$ cat src/rtl/riscv_pkg.sv
// Shared RV32 definitions: M-extension multiply opcodes (func3[1:0]) and
// multiply-unit FSM encodings.
package riscv_pkg;

    localparam logic [1:0] MULCTL_MUL    = 2'b00;
    localparam logic [1:0] MULCTL_MULH   = 2'b01;
    localparam logic [1:0] MULCTL_MULHSU = 2'b10;
    localparam logic [1:0] MULCTL_MULHU  = 2'b11;

    typedef enum logic [1:0] {
        MU_IDLE = 2'd0,
        MU_BUSY = 2'd1,
        MU_DONE = 2'd2
    } mu_state_e;

    function automatic logic mulctl_rs1_signed(input logic [1:0] ctl);
        return (ctl == MULCTL_MULH) || (ctl == MULCTL_MULHSU);
    endfunction

    function automatic logic mulctl_rs2_signed(input logic [1:0] ctl);
        return (ctl == MULCTL_MULH);
    endfunction

endpackage

$ cat src/rtl/mul_step.sv
// One shift-add iteration: adds mcand * mplier_bits, shifted left by 'shift',
// into a 2*XLEN accumulator. Purely combinational.
module mul_step #(
    parameter int XLEN = 32,
    parameter int BPC  = 1,
    parameter int SH_W = $clog2(2 * XLEN)
) (
    input  logic [2*XLEN-1:0] acc_in,
    input  logic [XLEN-1:0]   mcand,
    input  logic [BPC-1:0]    mplier_bits,
    input  logic [SH_W-1:0]   shift,
    output logic [2*XLEN-1:0] acc_out
);

    logic [2*XLEN-1:0] mcand_ext;
    logic [2*XLEN-1:0] pp [BPC];

    assign mcand_ext = {{XLEN{1'b0}}, mcand};

    // One partial product per retired multiplier bit.
    generate
        for (genvar gi = 0; gi < BPC; gi++) begin : g_pp
            assign pp[gi] = mplier_bits[gi] ? (mcand_ext << (shift + SH_W'(gi)))
                                            : '0;
        end
    endgenerate

    always_comb begin
        acc_out = acc_in;
        for (int i = 0; i < BPC; i++) begin
            acc_out = acc_out + pp[i];
        end
    end

endmodule

$ cat src/rtl/mul_unit.sv
// Iterative RV32M multiplier: shift-add on operand magnitudes, BPC bits per
// cycle, fixed latency, sign fix-up applied while registering the result.
module mul_unit
    import riscv_pkg::*;
#(
    parameter int XLEN = 32,
    parameter int BPC  = 1
) (
    input  logic            clk,
    input  logic            rstn,
    input  logic            start,
    input  logic            flush,
    input  logic [1:0]      mulctl,
    input  logic [XLEN-1:0] rs1,
    input  logic [XLEN-1:0] rs2,
    output logic            busy,
    output logic            mul_done,
    output logic [XLEN-1:0] result
);

    localparam int STEPS = XLEN / BPC;
    localparam int CNT_W = (STEPS > 1) ? $clog2(STEPS) : 1;
    localparam int SH_W  = $clog2(2 * XLEN);

    mu_state_e         state_q, state_d;
    logic [CNT_W-1:0]  cnt_q, cnt_d;
    logic [XLEN-1:0]   mcand_q, mcand_d;
    logic [XLEN-1:0]   mplier_q, mplier_d;
    logic              neg_q, neg_d;
    logic [1:0]        op_q, op_d;
    logic [2*XLEN-1:0] acc_q, acc_d;
    logic [XLEN-1:0]   result_q, result_d;

    logic              accept;
    logic              rs1_neg, rs2_neg;
    logic [XLEN-1:0]   rs1_mag, rs2_mag;
    logic [CNT_W-1:0]  step_idx;
    logic [SH_W-1:0]   step_shift;
    logic [2*XLEN-1:0] acc_step;
    logic [2*XLEN-1:0] prod;

    // Only operands treated as signed contribute a sign; -2^(XLEN-1) maps to
    // 2^(XLEN-1), which still fits as an unsigned XLEN magnitude.
    assign rs1_neg = mulctl_rs1_signed(mulctl) & rs1[XLEN-1];
    assign rs2_neg = mulctl_rs2_signed(mulctl) & rs2[XLEN-1];
    assign rs1_mag = rs1_neg ? -rs1 : rs1;
    assign rs2_mag = rs2_neg ? -rs2 : rs2;

    assign step_idx   = CNT_W'(STEPS - 1) - cnt_q;
    assign step_shift = SH_W'(step_idx) * SH_W'(BPC);

    mul_step #(
        .XLEN (XLEN),
        .BPC  (BPC),
        .SH_W (SH_W)
    ) u_step (
        .acc_in      (acc_q),
        .mcand       (mcand_q),
        .mplier_bits (mplier_q[BPC-1:0]),
        .shift       (step_shift),
        .acc_out     (acc_step)
    );

    // Final product including the last step, so the result lands with DONE.
    assign prod = neg_q ? -acc_step : acc_step;

    always_comb begin
        state_d  = state_q;
        cnt_d    = cnt_q;
        mcand_d  = mcand_q;
        mplier_d = mplier_q;
        neg_d    = neg_q;
        op_d     = op_q;
        acc_d    = acc_q;
        result_d = result_q;
        accept   = 1'b0;

        if (flush) begin
            state_d = MU_IDLE;
        end else begin
            unique case (state_q)
                MU_IDLE: begin
                    accept = start;
                end
                MU_BUSY: begin
                    acc_d    = acc_step;
                    mplier_d = mplier_q >> BPC;
                    if (cnt_q == '0) begin
                        state_d  = MU_DONE;
                        result_d = (op_q == MULCTL_MUL) ? prod[XLEN-1:0]
                                                        : prod[2*XLEN-1:XLEN];
                    end else begin
                        cnt_d = cnt_q - 1'b1;
                    end
                end
                MU_DONE: begin
                    accept = start;
                    if (!start) begin
                        state_d = MU_IDLE;
                    end
                end
                default: begin
                    state_d = MU_IDLE;
                end
            endcase

            if (accept) begin
                state_d  = MU_BUSY;
                mcand_d  = rs1_mag;
                mplier_d = rs2_mag;
                neg_d    = rs1_neg ^ rs2_neg;
                op_d     = mulctl;
                acc_d    = '0;
                cnt_d    = CNT_W'(STEPS - 1);
            end
        end
    end

    always_ff @(posedge clk) begin
        if (!rstn) begin
            state_q  <= MU_IDLE;
            cnt_q    <= '0;
            mcand_q  <= '0;
            mplier_q <= '0;
            neg_q    <= 1'b0;
            op_q     <= MULCTL_MUL;
            acc_q    <= '0;
            result_q <= '0;
        end else begin
            state_q  <= state_d;
            cnt_q    <= cnt_d;
            mcand_q  <= mcand_d;
            mplier_q <= mplier_d;
            neg_q    <= neg_d;
            op_q     <= op_d;
            acc_q    <= acc_d;
            result_q <= result_d;
        end
    end

    assign busy     = (state_q == MU_BUSY);
    assign mul_done = (state_q == MU_DONE);
    assign result   = result_q;

endmodule

$ cat config.mk
export PLATFORM = sky130hd
export DESIGN_NAME = mul_unit
export DESIGN_NICKNAME = d
export VERILOG_FILES = /design/src/rtl/riscv_pkg.sv /design/src/rtl/mul_step.sv /design/src/rtl/mul_unit.sv
export SDC_FILE = /design/constraint.sdc
export NUM_CORES = 1
export LEC_CHECK = 0
export CAP_MARGIN = 5
export CORE_MARGIN = 10
export CORE_UTILIZATION = 29
export DETAILED_ROUTE_END_ITERATION = 8
export HOLD_SLACK_MARGIN = 0.12
export PLACE_DENSITY = 0.47
export SETUP_SLACK_MARGIN = 0.3
export SYNTH_ARGS = -nofsm -noshare
export SYNTH_HDL_FRONTEND = slang
export SYNTH_SLANG_ARGS = --single-unit
$ cat constraint.sdc
create_clock -name clk -period 16.8 [get_ports clk]
set_input_delay 3.36 -clock clk [delete_from_list [all_inputs] [get_ports clk]]
set_output_delay 3.36 -clock clk [all_outputs]
set_load 0.05 [all_outputs]
=== After elaboration in Yosys (flattened, before gate mapping) ===
Index checks and enable logic that the tools add are counted.

* Register bits: 170
* Bits in latches: 0
* RAM bits: 0
* Memory bits (read-only): 0
* Input port bits: 70
* Output and inout port bits: 34
* Logic and storage cells: 64
* Memories: 0

* $add $sub $neg: 6
* Multipliers: 0
* Divide/modulo/power cells: 0
* Magnitude comparators: 0
* Equal/unequal tests: 10
* Shift-type cells: 1
* Mux-type cells: 18
* Bitwise logic cells: 6
* Reductions and logical operators: 14

{| class="wikitable"
|+ Operator list
! kind !! number
|-
| 2-to-1 mux 64 bit || 4
|-
| 2-to-1 mux 32 bit || 5
|-
| adder 64 bit || 1
|-
| negator 32 bit || 2
|-
| negator 64 bit || 1
|-
| left shift 32 x 5 -> 64 bit || 1
|-
| 2-to-1 mux 5 bit || 3
|-
| AND reduction 3 bit || 4
|-
| one-hot mux 2 bit (3 select lines) || 1
|-
| zero test 5 bit || 1
|-
| subtractor 5 x 1 -> 5 bit (second input constant) || 1
|-
| subtractor 5 bit (first input constant) || 1
|-
| == test 2 x 1 -> 1 bit (second input constant) || 2
|-
| == test 2 bit (second input constant) || 2
|-
| zero test 2 bit || 2
|-
| 2-to-1 mux 2 bit || 2
|-
| != test 2 x 1 -> 1 bit (second input constant) || 2
|-
| != test 2 bit (second input constant) || 2
|-
| AND reduction 2 bit || 2
|-
| OR reduction 2 bit || 2
|-
| 2-to-1 mux 1 bit || 3
|-
| != test 3 x 1 -> 1 bit (second input constant) || 1
|-
| != test 3 x 2 -> 1 bit (second input constant) || 1
|-
| inverter 1 bit || 3
|-
| other kinds (5) || 6
|}

=== Logic depth before layout (Yosys ltp) ===
* Depth after elaboration: 7
* Mapped depth: 28
* Depth with buffers taken out: 22

=== By module ===
From an unflattened synthesis, not the netlist that was laid out.

* Cell total of the unflattened synthesis: 2154
* Area, all modules: 15711.3 um^2

{| class="wikitable"
|+ Modules (own cells, without submodules)
! module !! instances !! cells each !! area an instance (um^2) !! sequential area each (um^2)
|-
| mul_unit || 1 || 1226 || 9472.8 || 3403.3
|-
| mul_step || 1 || 928 || 6238.5 || 0.0
|}

=== Worst setup path before layout ===
OpenSTA, ideal clock, no wires.

* Path kind: register to register
* Start point: register cnt_q[0]
* End point: register result_q[27], in the netlist result[27]
* Library setup time: 120 ps
* Arrival: 6103 ps
* Data required time: 16680 ps
* Path slack: 10577 ps
* Stages on the path, launching flop included: 24
* Buffers on the path: 5
* Clock period less this slack: 6223 ps
* Path through: dfxtp_1 -> clkbuf_1 -> buf_1 -> mux4_2 -> mux2_2 -> nand2_1 -> o21ai_0 -> nor2b_1 -> ha_1 -> clkbuf_1 -> and2_1 -> a221o_1 -> a21oi_4 -> a21oi_2 -> or3_4 -> a2111oi_4 -> or3b_1 -> buf_2 -> or4_4 -> buf_6 -> or2_1 -> o311a_1 -> o21ai_1 -> a21oi_1

* Longest elaborated chain between the ends: 7
* Elaborated cells between the ends (all ways): 9
* Those cells by class: 3 x add/sub; 1 x shift; 3 x mux; 2 x reduce/logical

{| class="wikitable"
|+ RTL lines
! what !! RTL line !! text
|-
| start, declared || mul_unit.sv:26 || <nowiki>logic [CNT_W-1:0] cnt_q, cnt_d;</nowiki>
|-
| start signal, assigned || mul_unit.sv:131 || <nowiki>cnt_q <= cnt_d;</nowiki>
|-
| subtractor 5 bit || mul_unit.sv:49 || <nowiki>assign step_idx = CNT_W'(STEPS - 1) - cnt_q;</nowiki>
|-
| left shift 32 x 5 -> 64 bit || mul_step.sv:23 || <nowiki>assign pp[gi] = mplier_bits[gi] ? (mcand_ext << (shift + SH_W'(gi)))</nowiki>
|-
| 2-to-1 mux 64 bit || mul_step.sv:23 ||
|-
| adder 64 bit || mul_step.sv:31 || <nowiki>acc_out = acc_out + pp[i];</nowiki>
|-
| negator 64 bit || mul_unit.sv:65 || <nowiki>assign prod = neg_q ? -acc_step : acc_step;</nowiki>
|-
| 2-to-1 mux 64 bit || mul_unit.sv:65 ||
|-
| 2-to-1 mux 32 bit || mul_unit.sv:90 || <nowiki>result_d = (op_q == MULCTL_MUL) ? prod[XLEN-1:0]</nowiki>
|-
| end signal, assigned || mul_unit.sv:137 || <nowiki>result_q <= result_d;</nowiki>
|-
| end, declared || mul_unit.sv:32 || <nowiki>logic [XLEN-1:0] result_q, result_d;</nowiki>
|}

Parallel ways exist; a longest one is shown, timed or not.
A chain may end at the register's enable or synchronous reset.

=== Worst setup path in the final report ===
* Start point: register cnt_q[0]
* End point: register result_q[23], in the netlist result[23]

Same word-level chain as after synthesis.

==> impl_metrics.yaml <==
clock_network:
  postCtsSetupRepairBufs: 0
  cts_resized: 0
  cts_tree: "yes"
  clk_latency_ns: 0.52
  cts.clk_slew.worst_paths_ns: 0.08
  clock_path_buffers: 2
  h-tree-depth: 4
  numCtsBuffers: 17
  cts_root_buffer: "clkbuf_16"
  clock_sinks: 170
  cts_hold_buf: 0
timing:
  finalSetupViolations: 0
  final_hold_viol_count: 0
  post-route-period-util_pct: 47.45
  rsz0062_at_grt: "no"
  max_freq_ghz: 0.1255
  worst_pin_slew_ns: 1.158
  period_needed_ns: 7.971
  relSlewSlack_pct: 21.72
  finalClockSkew_ns: 0.02461
  tns_ns: 0
  final_max_slew_viol_count: 0
outcome:
  outcome: "finished clean"
setup_path:
  r2r_end: "result[23]"
  crit_path_max_incr_delay_ns: 1.03
  reg2reg_from: "cnt_q[0]"
  cp.arrival_ns: 8.35
  path_max_fanout: 43
  rrSetupSlack_ns: 8.83
  startpoint_type: "register"
  rr_worst_depth: 19
  endpoint_kind: "register"
  crit_slowest_cell: "dfxtp_2"
  crit_chain: "mux2_2, o21ai_0, nor2_1, a21oi_1, a21o_1, nor2_1, ha_1, a21oi_2, o21ai_1, o21ai_0, a21oi_1, o21a_1, o211a_1, or3_1, or4_1, nor4_4, a211oi_1, a31oi_1, o31ai_1"
  required_ns: 17.17
  crit_type: "register to register"
routing:
  drc: 0
  top_layer: "met5"
  routed_wl_mm: 67.61
  wl_met1_mm: 31.67
  drtPass1Iterations: 6
  wl_met3_mm: 4.143
  wl_met2_mm: 29.74
  first_iter_violations: 1653
  via_per_inst: 5.812
  ant_nets: 0
  drt-wirelength-per-cell_um: 22.47
  vias: 17489
power:
  p_seq_share_pct: 38.6
  power_switching_mw: 0.4001
  total_power_mw: 1.113
  p_leak_nw: 6.811
  ir_drop_uv: 74.87
  p_sw_share_pct: 35.95
  intPower_mw: 0.7127
  combPwrFrac_pct: 23.2
  power.density_nw_per_um2: 60.16
  p_clk_share_pct: 38.2
placed_design:
  port_buffers: 103
  placed_area_um2: 17890
  gp_congestion: 1.012
  place_hpwl_mm: 52.90
global_route:
  grt_overflow: 0
  antenna_found_initial: 2
  grt_pass1_wl_mm: 103.6
  track_usage_pct: 20.04
  grt_max_degree: 94
  grt_pass1_vias: 16578
synth:
  syn_area_um2: 16290
  yosysWarnings: 0
  synth_seq_cells: 170
  syn_nets: 2400
  ys_dominant_reg_cell: "dfxtp_1"
  synth_commonest_cells: "nor2_1 (348), a21oi_1 (215), nand2_1 (182), dfxtp_1 (170), clkbuf_1 (143)"
  syn_inst: 2260
  synth_edf_count: 0
  yosysTopAreaCell: "dfxtp_1"
  synth.most_common_cell: "nor2_1"
  synth_top_area_share_pct: 20.89
  synthArstFlopShare_pct: 0
  synth_area_leaders: "dfxtp_1 (21%), nor2_1 (8.0%), a21oi_1 (6.6%)"
  seq_area_frac_synth_pct: 20.89
  synth.avg_cell_area_um2: 7.208
  synthDistinctLibCells: 96
floorplan:
  die_h_um: 257.0
  chipWidth_um: 257.0
  rows: 86
  start_util_pct: 29.45
  placeableCoreArea_um2: 55310
  die_area_um2: 66050
  io_pins: 104
finish:
  nets: 2388
  final_area_um2: 18500
  area_growth_pct: 13.53
  drive_gt1_share_pct: 7.298
  diodes: 0
worst_hold_path:
  worstHoldEndpoint: "result[9]"
  hold_path_class: "register to register"
  hold_start: "result[9]"
  hold_path_depth: 2
job:
  drv_cap: 0
[through the flow]
step / std cells / worst slack, ns / util, % / hold slack [ns]
finish: 3009 / 8.829 / 33.44 / 0.4391
global route: 3009 / 8.526 / 33.44 / 0.4661
CTS: 3009 / 9.031 / 33.44 / 0.4422
detailed placement: 2977 / 9.063 / 32.35 / 0.4305
global placement: 2977 / 8.982 / 32.35 / 0.4285
floorplan: 2260 / 10.58 / - / 0.4406
[flip-flops by register name, summed over array words and instances, names as in the netlist]
signal and count:
acc_q 64, cnt_q 5, mcand_q 32, mplier_q 32, neg_q 1, op_q 2, result 32, state_q 2
[routing by layer]
metal	GRT usage [%]	vias to the layer above
li1	-	8370
met1	27.28	8382
met2	31.31	632
met3	3.582	103
met4	6.672	2
met5	0	-
[power groups by stage]
stage / combinational [mW] / clock [mW] / sequential [mW]
2_1_floorplan: 0.180 / 0 / 0.435
3_3_place_gp: 0.255 / 0 / 0.439
3_5_place_dp: 0.254 / 0 / 0.439
4_1_cts: 0.255 / 0.440 / 0.430
5_1_grt: 0.282 / 0.454 / 0.432
6_report: 0.258 / 0.425 / 0.430
[worst max-delay path: cells and delay by family, from the launching register on]
kind | cells | cell delay [ns]
multiplexers | 1 | 0.43
AO/OA/AOI/OAI | 12 | 3.95
AND/OR/NAND/NOR | 5 | 1.94
flip-flops | 1 | 1.03
adder cells (fa/ha/maj) | 1 | 0.43
[worst max path at each step]
| stage | cells past startpoint | from | slack, ns | to |
|---|---|---|---|---|
| detailed placement | 19 | cnt_q[0] | 9.06 | result[28] |
| global route | 19 | cnt_q[0] | 8.53 | result[28] |
| finish | 19 | cnt_q[0] | 8.83 | result[23] |
| global placement | 19 | cnt_q[0] | 8.98 | result[23] |
| floorplan | 23 | cnt_q[0] | 10.58 | result[27] |
| CTS | 19 | cnt_q[0] | 9.03 | result[28] |
[cells in the final DEF (no fill, tap or decap), drive strengths merged, types with 21 or more instances in the layout]
cell / count
o22ai: 22
a21oi: 220
xnor2: 67
nand2: 182
inv: 50
dfxtp: 170
a21o: 24
mux2i: 40
ha: 69
a31oi: 21
nor2b: 25
nand3: 29
a22oi: 55
nor2: 348
and2: 22
o21ai: 143
nand4: 37
or3: 32
mux2: 25
buf: 34
a211oi: 83
xor2: 55
nor3: 56
clkdlybuf4s50: 103
[cell type report]
cell class	instances	area, um^2
fillers	6038	36810
clock inverters	15	178.9
clock buffers	17	425.4
repair buffers	137	1286
well taps	748	935.9
flip-flops and latches	170	3406
multi-input cells	1879	12100
inverters	43	163.9
[cells by family after synthesis]
group,share of synthesized area [%]
AO/OA/AOI/OAI,31.36
adder cells (fa/ha/maj),5.422
AND/OR/NAND/NOR,24.02
multiplexers,6.674
XOR/XNOR,6.559
buffers and inverters,5.069
flip-flops,20.89
Power figures use the tool's default switching activity.
